### config.mk
export PLATFORM = sky130hd
export DESIGN_NAME = mips_cpu_mem_arbiter
export DESIGN_NICKNAME = d
export VERILOG_FILES = /design/src/rtl/mips_cpu_mem_arbiter.sv
export SDC_FILE = /design/constraint.sdc
export NUM_CORES = 1
export LEC_CHECK = 0
export ABC_CLOCK_PERIOD_IN_PS = 2900
export BUFFER_PORTS_ARGS = -buffer_cell sky130_fd_sc_hd__buf_2
export CORE_MARGIN = 5
export CORE_UTILIZATION = 45
export DETAILED_ROUTE_END_ITERATION = 6
export MAX_ROUTING_LAYER = met4
export PLACE_DENSITY_LB_ADDON = 0.05
export SYNTH_ARGS = -nofsm -noshare
export SYNTH_HDL_FRONTEND = slang
export SYNTH_SLANG_ARGS = --single-unit
export TNS_END_PERCENT = 30
### constraint.sdc
create_clock -name clk -period 2.9 [get_ports clk]
set_clock_uncertainty 0.15 [all_clocks]
set_input_delay 0.145 -clock clk [delete_from_list [all_inputs] [get_ports clk]]
set_output_delay 0.145 -clock clk [all_outputs]
set_load 0.05 [all_outputs]
### src/rtl/mips_cpu_mem_arbiter.sv
// mips_cpu_mem_arbiter
//   Arbitrates a MIPS core's instruction-fetch and data ports onto a single
//   Avalon-MM master. One transaction is in flight at a time:
//   IDLE -> BUS -> (RDATA ->) RESP -> IDLE. Every output is a register.
//
// Parameters
//   WAIT_LIMIT   consecutive waitrequest cycles tolerated per bus request
//                (2..255) before the transaction is aborted with bus_err.
//
// Optional feature
//   MEM_ARB_RR_EN  when defined, a tie between both requesters is granted to
//                  the one not granted last. When undefined, data wins ties.
//
// Ports
//   clk, reset                  rising-edge clock, synchronous active-high reset
//   ifetch_req/addr             fetch request and address
//   ifetch_done/rdata           fetch completion pulse and fetched word
//   data_req/we/addr/wdata/be   data request (we=1 store, 0 load)
//   data_done/rdata             data completion pulse and load word
//   address/read/write/writedata/byteenable   Avalon master outputs
//   waitrequest, readdata       Avalon slave responses
//   busy                        high in any state other than IDLE
//   bus_err                     sticky timeout flag
//   stateDbg                    current FSM state (IDLE=0, BUS=1, RDATA=2, RESP=3)
//
// Handshake: a requester raises req with its fields stable and holds them
// until its done pulses (one cycle, rdata valid in that same cycle). req is
// only sampled in IDLE; a req still high in the done cycle is taken as a new
// request. On the bus side a command is accepted at the first edge where
// waitrequest=0; read data is expected the cycle after acceptance.
module mips_cpu_mem_arbiter #(
    parameter int WAIT_LIMIT = 64
) (
    input  logic        clk,
    input  logic        reset,
    input  logic        ifetch_req,
    input  logic [31:0] ifetch_addr,
    output logic        ifetch_done,
    output logic [31:0] ifetch_rdata,
    input  logic        data_req,
    input  logic        data_we,
    input  logic [31:0] data_addr,
    input  logic [31:0] data_wdata,
    input  logic [3:0]  data_be,
    output logic        data_done,
    output logic [31:0] data_rdata,
    output logic [31:0] address,
    output logic        read,
    output logic        write,
    output logic [31:0] writedata,
    output logic [3:0]  byteenable,
    input  logic        waitrequest,
    input  logic [31:0] readdata,
    output logic        busy,
    output logic        bus_err,
    output logic [1:0]  stateDbg
);

    localparam logic [7:0] WaitLimit8 = WAIT_LIMIT[7:0];

    typedef enum logic [1:0] {
        IDLE  = 2'd0,
        BUS   = 2'd1,
        RDATA = 2'd2,
        RESP  = 2'd3
    } state_t;

    state_t      state, stateNext;
    logic        grantData, grantDataNext;   // 1: data port owns the transaction
    logic        isWrite, isWriteNext;
    logic [7:0]  waitCnt, waitCntNext;
    logic [31:0] addressNext, writedataNext;
    logic [3:0]  byteenableNext;
    logic        readNext, writeNext;
    logic        ifetchDoneNext, dataDoneNext;
    logic [31:0] ifetchRdataNext, dataRdataNext;
    logic        busErrNext;
    logic        pickData;
    logic [7:0]  waitCntInc;
`ifdef MEM_ARB_RR_EN
    logic        lastData, lastDataNext;     // 1: data port was granted last
`endif

    assign stateDbg   = state;
    assign waitCntInc = waitCnt + 8'd1;

    // Winner if sampled now; only meaningful when at least one req is high.
`ifdef MEM_ARB_RR_EN
    assign pickData = data_req && (!ifetch_req || !lastData);
`else
    assign pickData = data_req;
`endif

    always_comb begin
        stateNext       = state;
        grantDataNext   = grantData;
        isWriteNext     = isWrite;
        waitCntNext     = waitCnt;
        addressNext     = address;
        readNext        = read;
        writeNext       = write;
        writedataNext   = writedata;
        byteenableNext  = byteenable;
        ifetchDoneNext  = 1'b0;
        dataDoneNext    = 1'b0;
        ifetchRdataNext = ifetch_rdata;
        dataRdataNext   = data_rdata;
        busErrNext      = bus_err;
`ifdef MEM_ARB_RR_EN
        lastDataNext    = lastData;
`endif

        unique case (state)
            IDLE: begin
                if (data_req || ifetch_req) begin
                    stateNext     = BUS;
                    grantDataNext = pickData;
                    waitCntNext   = 8'd0;
`ifdef MEM_ARB_RR_EN
                    lastDataNext  = pickData;
`endif
                    if (pickData) begin
                        addressNext    = {data_addr[31:2], 2'b00};
                        readNext       = !data_we;
                        writeNext      = data_we;
                        writedataNext  = data_wdata;
                        byteenableNext = data_be;
                        isWriteNext    = data_we;
                    end else begin
                        addressNext    = {ifetch_addr[31:2], 2'b00};
                        readNext       = 1'b1;
                        writeNext      = 1'b0;
                        writedataNext  = 32'h0;
                        byteenableNext = 4'b1111;
                        isWriteNext    = 1'b0;
                    end
                end
            end

            BUS: begin
                if (waitrequest) begin
                    waitCntNext = waitCntInc;
                    // Abort: drop the command and complete with zero data.
                    if (waitCntInc == WaitLimit8) begin
                        stateNext  = RESP;
                        readNext   = 1'b0;
                        writeNext  = 1'b0;
                        busErrNext = 1'b1;
                        if (grantData) dataRdataNext   = 32'h0;
                        else           ifetchRdataNext = 32'h0;
                    end
                end else begin
                    readNext  = 1'b0;
                    writeNext = 1'b0;
                    stateNext = isWrite ? RESP : RDATA;
                end
            end

            RDATA: begin
                if (grantData) dataRdataNext   = readdata;
                else           ifetchRdataNext = readdata;
                stateNext = RESP;
            end

            RESP: begin
                // done is registered here, so it is high in the following IDLE cycle.
                dataDoneNext   = grantData;
                ifetchDoneNext = !grantData;
                stateNext      = IDLE;
            end

            default: stateNext = IDLE;
        endcase
    end

    always_ff @(posedge clk) begin
        if (reset) begin
            state        <= IDLE;
            grantData    <= 1'b0;
            isWrite      <= 1'b0;
            waitCnt      <= 8'd0;
            address      <= 32'h0;
            read         <= 1'b0;
            write        <= 1'b0;
            writedata    <= 32'h0;
            byteenable   <= 4'h0;
            ifetch_done  <= 1'b0;
            data_done    <= 1'b0;
            ifetch_rdata <= 32'h0;
            data_rdata   <= 32'h0;
            busy         <= 1'b0;
            bus_err      <= 1'b0;
`ifdef MEM_ARB_RR_EN
            lastData     <= 1'b0;
`endif
        end else begin
            state        <= stateNext;
            grantData    <= grantDataNext;
            isWrite      <= isWriteNext;
            waitCnt      <= waitCntNext;
            address      <= addressNext;
            read         <= readNext;
            write        <= writeNext;
            writedata    <= writedataNext;
            byteenable   <= byteenableNext;
            ifetch_done  <= ifetchDoneNext;
            data_done    <= dataDoneNext;
            ifetch_rdata <= ifetchRdataNext;
            data_rdata   <= dataRdataNext;
            busy         <= (stateNext != IDLE);
            bus_err      <= busErrNext;
`ifdef MEM_ARB_RR_EN
            lastData     <= lastDataNext;
`endif
        end
    end

endmodule

# Word level (Yosys, flattened, before mapping)
# Index checks and enable logic that the tools add are counted.
[classes]
addsub = 1
n_mul = 0
div_mod_pow = 0
order_cmp = 0
eq_ne = 12
shifts = 0
muxes = 29
n_bitwise = 1
reduce_logical = 14
[op_table]
columns = ["operator", "count"]
rows = [
  ["2-to-1 mux 32 bit", 10],
  ["one-hot mux 32 bit (2 select lines)", 2],
  ["2-to-1 mux 8 bit", 2],
  ["one-hot mux 8 bit (2 select lines)", 1],
  ["!= test 2 bit, second input constant", 7],
  ["AND reduction 5 bit", 2],
  ["AND reduction 3 bit", 3],
  ["adder 8 x 1 -> 8 bit, second input constant", 1],
  ["equality test 8 x 7 -> 1 bit, second input constant", 1],
  ["one-hot mux 2 bit (4 select lines)", 1],
  ["2-to-1 mux 1 bit", 7],
  ["2-to-1 mux 2 bit", 3],
  ["nonzero test 2 bit", 3],
  ["equality test 2 bit, second input constant", 2],
  ["2-to-1 mux 4 bit", 1],
  ["one-hot mux 1 bit (2 select lines)", 2],
  ["!= test 3 bit, second input constant", 1],
  ["equality test 2 x 1 -> 1 bit, second input constant", 1],
  ["zero test 1 bit", 2],
  ["zero test 2 bit", 1],
  ["AND reduction 2 bit", 1],
  ["OR reduction 2 bit", 1],
  ["logical OR 1 bit", 1],
  ["inverter 1 bit", 1],
]
[totals]
reg_bits = 150
latchBits = 0
ramBits = 0
mem_bits_ro = 0
input_bits = 138
out_inout_bits = 140
word_cells = 72
n_memories = 0

# Logic depth before layout (Yosys ltp)
# Gate-level depths: netlist (run 1).
[depth]
word_depth = 6
depth_mapped = 8
ltp_nobuf = 6

# Worst setup path after synthesis (run 1)
# Ideal clock, no wire load.
[synth_path]
path_type = "reg2reg"
startpoint = "reg state[0] (netlist: stateDbg[0])"
endpoint = "reg data_rdata[10]"
setup_time_ps = 117
arrival_ps = 2076
required_time_ps = 2633
slack_ps = 556
stages_incl_launch_ff = 7
path_buffers = 2
period_less_slack_ps = 2344
path_cell_list = "dfxtp_1 -> nor2b_1 -> nand2_1 -> or4_1 -> buf_2 -> buf_6 -> a32o_1"
[synth_via]
elab_chain_len = 3
word_cells_on_any_way = 9
cone_classes = "eq/ne: 6; mux: 1; reduce/logical: 2"
[synth_rtl]
columns = ["item", "line", "source"]
rows = [
  ["start, declared", "68", "state_t state, stateNext;"],
  ["start signal, assigned", "197", "state <= stateNext;"],
  ["equality test 2 x 1 -> 1 bit or equality test 2 bit (tied branches)", "113", "unique case (state)"],
  ["!= test 2 bit (no line) or nonzero test 2 bit (tied branches)", "-", ""],
  ["AND reduction 5 bit (no line)", "-", ""],
  ["end signal, assigned", "209", "data_rdata <= dataRdataNext;"],
  ["end, declared", "46", "output logic [31:0] data_rdata,"],
]
# Parallel ways exist; a longest one is shown, timed or not.
# A chain may end at the register's enable or synchronous reset.

# Worst setup path after layout (run 1)
[layout_path]
startpoint = "reg waitCnt[0]"
endpoint = "reg data_rdata[21]"
[layout_via]
elab_chain_len = 4
[layout_rtl]
columns = ["item", "line", "source"]
rows = [
  ["start, declared", "71", "logic [7:0] waitCnt, waitCntNext;"],
  ["start signal, assigned", "200", "waitCnt <= waitCntNext;"],
  ["adder 8 x 1 -> 8 bit", "85", "assign waitCntInc = waitCnt + 8'd1;"],
  ["equality test 8 x 7 -> 1 bit", "144", "if (waitCntInc == WaitLimit8) begin"],
  ["!= test 2 bit (no line)", "-", ""],
  ["AND reduction 5 bit (no line)", "-", ""],
]
# Every way passes these cells.

==> impl_metrics.ini, run 1 <==
[floorplan]
num_rows = 40
die_area_um2 = 14390
start_util_pct = 45.68
ioPinCount = 278
coreArea_um2 = 11910
chipHeight_um = 120.0
die_w_um = 120.0

[yosys]
synthMuxAreaShare_pct = 5.519
synth_xor_area_share_pct = 0
synth_top_cell_by_area = dfxtp_1
synth_top_family_by_area = compound AO/OA/AOI/OAI gates
synth_area_per_cell_um2 = 10.42
syn_inst = 522
ys_seq_elements = 148
yosysWarnings = 0
seq_area_frac_synth_pct = 54.45
synthTopCellsByArea = dfxtp_1 (54%), a32o_1 (12%), nor2_1 (5.6%)
synth_compound_area_share_pct = 24.83
synth_top_area_share_pct = 54.45
mappedNetlistArea_um2 = 5441
synthAdderAreaFrac_pct = 0.2299
ys_types = 42
yosys.area_share.simple_pct = 9.933

[timing]
fin_crit_sh_pct = 86.54
holdWs_ns = 0.1537
setup_tns_ns = 0
worstMarginPinSlew_ns = 0.7581
rsz0062_at_grt = false
finalSetupViolCount = 0
slew_headroom_pct = 49.46
max_freq_mhz = 398.4
fin_crit_ns = 2.510
slew_violations = 0
timing.final.hold_violations = 0

[detailed_routing]
viasPerCell = 5.342
wirelength_mm = 17.13
num_vias = 5684
drtIter0Drc = 400
drc_errors = 0
dr.pass1.iters = 5
ant_nets = 0
routedWlPerCell_um = 16.10

[setup_path]
crit_arrival_ns = 2.66
crit_end = data_rdata[21]
worstPathMaxFanout = 32
crit_start = waitCnt[0]
reg2reg_slack_ns = 0.39
critPathSlowestCell = or4_1
r2r_start = waitCnt[0]
path_cells = ha_1 -> a21oi_1 -> nor2_1 -> o32a_1 -> or4_1 -> buf_4 -> a32o_1
rr_endpoint = data_rdata[21]
reg2reg_depth = 7
start_kind = flop
cp.required_ns = 3.05
crit_type = reg -> reg
max_stage_delay_ns = 0.51
cp-end-kind = flop

[placement]
gp_congestion = 0.8140
io_buffers = 271
post-dp-hpwl_mm = 10.83
dp.cells = 900

[clocking]
path_clk_slew_ns = 0.06
htreeDepth = 4
cts_setup_buffers = 0
cts_buffer_depth = 2
worstSkewPairLatency_ns = 0.41
clockRootBuffer = clkbuf_16
cts_tree = done
cts-buffers-inserted = 17
clkSinkCount = 148

[global_routing]
grt_start_max_net_pins = 47
grt_pass1_vias = 5890
grt_pass1_wl_mm = 27.39
grt-ovfl-total = 0
grt_util_all_layers_pct = 23.85
antenna_found_initial = 0

[run]
drv_cap = 0

[power]
total_power_w = 0.005732
p_leak_nw = 4.051
worst_ir_drop_vdd_mv = 0.3753
power_density_nw_per_um2 = 654.8

[layout]
final_common_cell = buf_2
final_cells = 1064
antenna_cells = 0
final_cell_mix = buf_2 (271), dfxtp_1 (148), dlygate4sd3_1 (132)
syn2layout_area_growth_pct = 60.86
nNetsFinal = 1043
final_util_pct = 73.49
drive_gt1_share_pct = 35.01

[run_status]
status = finished, final reports clean

[min_path]
min-delay-path-class = in -> reg
critical path: cells and delay by family, from the launching register on:
kind                     cells  cell delay, ns
AO/OA/AOI/OAI                3            0.79
buffers and inverters        1            0.26
adder cells (fa/ha/maj)      1            0.28
flip-flops                   1            0.34
AND/OR/NAND/NOR              2            0.56
cell families after synthesis:
group	Yosys count
DFF	148
muxes	30
and+or+nand+nor	122
other	1
AOI/OAI and AO/OA	165
buffers and inverters	55
adders and majority gates	1
final cells by class:
type,count,area [um2]
clock buffer,19,442.9
clock inverter,13,158.9
fill,852,3158
inverter,2,7.507
multi-input combinational,320,2230
sequential,148,2963
tap,147,183.9
timing repair buffer,415,2768
layer usage:
layer,part of all wire (%),track usage [%],vias to the layer above
li1,-,-,2743
met1,39,25.56,2655
met2,51,41.38,236
met3,6.5,5.985,50
met4,3.4,11.10,0
met5,0,-,-
power by group:
| group | internal, W | switching [W] |
|---|---|---|
| logic | 0.000435 | 0.000864 |
| clock network | 0.00137 | 0.000813 |
| registers | 0.00217 | 0.0000752 |
how the worst min path moves through the flow:
stage / start / endpoint / cells after the start
6_report: reset / writedata[20] / 3
3_3_place_gp: readdata[8] / ifetch_rdata[8] / 2
5_1_grt: reset / writedata[21] / 3
4_1_cts: reset / writedata[7] / 3
2_1_floorplan: readdata[0] / data_rdata[0] / 1
3_5_place_dp: readdata[5] / data_rdata[5] / 2
what timing repair did:
item | CTS | global route
hold buffers | 132 | 0
endpoints found under the hold margin | 135 | 0
resized for setup | 0 | 0
state kept, by name (all words and copies together), names as in the netlist:
signal / cells
read: 1
data_done: 1
ifetch_rdata: 32
ifetch_done: 1
writedata: 32
busy: 1
isWrite: 1
byteenable: 4
waitCnt: 8
grantData: 1
stateDbg: 2
write: 1
data_rdata: 32
address: 30
bus_err: 1
per-stage QoR:
step / area (um2) / setup slack (ns)
6_report: 8753 / 0.3902
5_1_grt: 8753 / 0.2738
4_1_cts: 8753 / 0.4015
3_5_place_dp: 6830 / 0.4120
3_3_place_gp: 6830 / 0.4254
2_1_floorplan: 5445 / 0.5563
synth_stat cells:
cell	number
nand2b_1	3
buf_6	7
nand4b_1	1
or3_1	3
a31oi_1	3
o21ai_0	8
buf_2	3
a21oi_1	10
o21ai_1	1
ha_1	1
o211ai_1	2
and2_4	1
a211oi_1	33
conb_1	1
nand2_1	11
a32oi_1	1
nor4bb_1	1
nor4_1	2
nand3_1	1
nor2b_1	4
o21ba_2	1
buf_1	7
or4_1	2
nor3_1	5
a32o_1	64
and2_1	1
mux2i_1	30
nor2_1	81
buf_4	2
and4_1	1
nand4_1	2
o22ai_1	4
dfxtp_1	148
nor3b_1	1
a21o_1	1
and2_0	2
o21a_1	1
o32a_1	1
a22oi_1	33
inv_1	2
clkbuf_1	34
a311oi_1	2
Note: power is estimated with default switching activity, not from simulation.
==> inputs of run 2 (changes only) <==
Settings changed: ABC_CLOCK_PERIOD_IN_PS 2900 to 3020, CORE_UTILIZATION 45 to 49.
Clock period 2.9 ns to 3.02 ns, I/O delays scaled along.
==> run 2 against run 1 <==
  * Core utilization up 8.5 points
  * Die area shrank 7.5%
  * Clock power up 9%
  * Cell area is 1.5% higher
  * Total power is 1.7% higher
  * Global-route usage rose by 4.6 points
  * Combinational power is essentially flat
  * First-iteration DRC count rose by 3.3%
  * Highest routed layer unchanged
==> impl_metrics.ini, run 2 (same netlist as run 1, synthesis figures left out) <==
[run_status]
status = finished, final reports clean

[detailed_routing]
dr.pass1.iters = 5
ant_nets = 0
drc_errors = 0
wirelength_mm = 18.86
drtIter0Drc = 413
viasPerCell = 5.518
num_vias = 5871
routedWlPerCell_um = 17.73

[power]
power_density_nw_per_um2 = 656.1
worst_ir_drop_vdd_mv = 0.3718
p_leak_nw = 4.117
total_power_w = 0.005829

[setup_path]
cp-end-kind = flop
path_cells = nor2_1 -> o21a_2 -> buf_4 -> nor2_1 -> a211oi_1 -> dlygate4sd3_1
path_buf_inv = 2
crit_type = reg -> reg
crit_top_cell = nor2_1
cp.required_ns = 3.34
crit_arrival_ns = 2.94
max_stage_delay_ns = 0.58
crit_family = buffers and inverters
start_kind = flop
worstPathMaxFanout = 26
critPathSlowestCell = dlygate4sd3_1

[global_routing]
grt_util_all_layers_pct = 28.46
grt-ovfl-total = 0
antenna_found_initial = 0
grt_start_max_net_pins = 35
grt_pass1_vias = 5985
grt_pass1_wl_mm = 29.07

[timing]
fin_crit_sh_pct = 86.62
timing.final.hold_violations = 0
holdWs_ns = 0.05246
rsz0062_at_grt = false
slew_headroom_pct = 48.76
worstMarginPinSlew_ns = 0.7686
finalSetupViolCount = 0
setup_tns_ns = 0
slew_violations = 0
max_freq_mhz = 382.3
fin_crit_ns = 2.616

[floorplan]
die_area_um2 = 13310
chipHeight_um = 115.4
coreArea_um2 = 10840
die_w_um = 115.4
start_util_pct = 50.20
ioPinCount = 278
num_rows = 38

[clocking]
cts_setup_buffers = 0
cts-buffers-inserted = 17
worstSkewPairLatency_ns = 0.53
path_clk_slew_ns = 0.06
clockRootBuffer = clkbuf_8
cts_tree = done
cts_buffer_depth = 2
postCtsResizedCells = 0
clkSinkCount = 148
htreeDepth = 4
cts-hold-fix-buffers = 139

[layout]
antenna_cells = 0
final_cells = 1064
multi_input_area_um2 = 2230
nNetsFinal = 1050
fill_cells = 636
regArea_um2 = 2963
reg_top3 = data_rdata x32, ifetch_rdata x32, writedata x32
syn2layout_area_growth_pct = 63.28
final_util_pct = 81.96
final_cell_mix = buf_2 (271), dfxtp_1 (148), dlygate4sd3_1 (139)
drive_gt1_share_pct = 34.63
final_common_cell = buf_2

[placement]
post-dp-hpwl_mm = 11.19
io_buffers = 271
dp.cells = 893
gp_congestion = 0.8069

[min_path]
min-delay-path-class = in -> reg

[run]
drv_cap = 0
## run 2: worst paths after layout
check                    from     endpoint  slack (ns)  cells after the start
setup / recovery  stateDbg[0]  address[18]        0.40                      6
hold / removal       data_req      isWrite        0.05                      4
setup reg to reg  stateDbg[0]  address[18]        0.40                      6
hold reg to reg       bus_err      bus_err        0.30                      2
## run 2: area by class of cell
class	count	area share (%)
multi-input combinational	320	25.10
tap	140	1.972
clock inverter	11	2.507
sequential	148	33.35
inverter	2	0.08450
timing repair buffer	422	31.94
clock buffer	21	5.056
## run 2: layer usage
layer / wire [um] / up-vias / global-route usage, %
li1: - / 2762 / -
met1: 7118 / 2755 / 31.66
met2: 9796 / 282 / 48.84
met3: 1208 / 72 / 6.632
met4: 738 / 0 / 11.97
met5: 0 / - / -
## run 2: report_power, final
part	total (W)	switching [W]	internal (W)
Sequential	0.00216	0.0000768	0.00209
Clock	0.00237	0.000811	0.00156
Combinational	0.00129	0.000857	0.000437
Total	0.00583	0.00174	0.00408
## run 2: metrics by stage
stage	setup WS [ns]	cell area, um2
finish	0.4041	8885
global route	0.2056	8885
CTS	0.4821	8885
detailed placement	0.5135	6822
global placement	0.5547	6822
floorplan	0.6763	5445
## run 2: worst reg2reg max path: stages (launching register included)
cell and delay [ns]:
dfxtp_1 0.39, nor2_1 0.31, o21a_2 0.53, buf_4 0.32, nor2_1 0.07, a211oi_1 0.21, dlygate4sd3_1 0.58
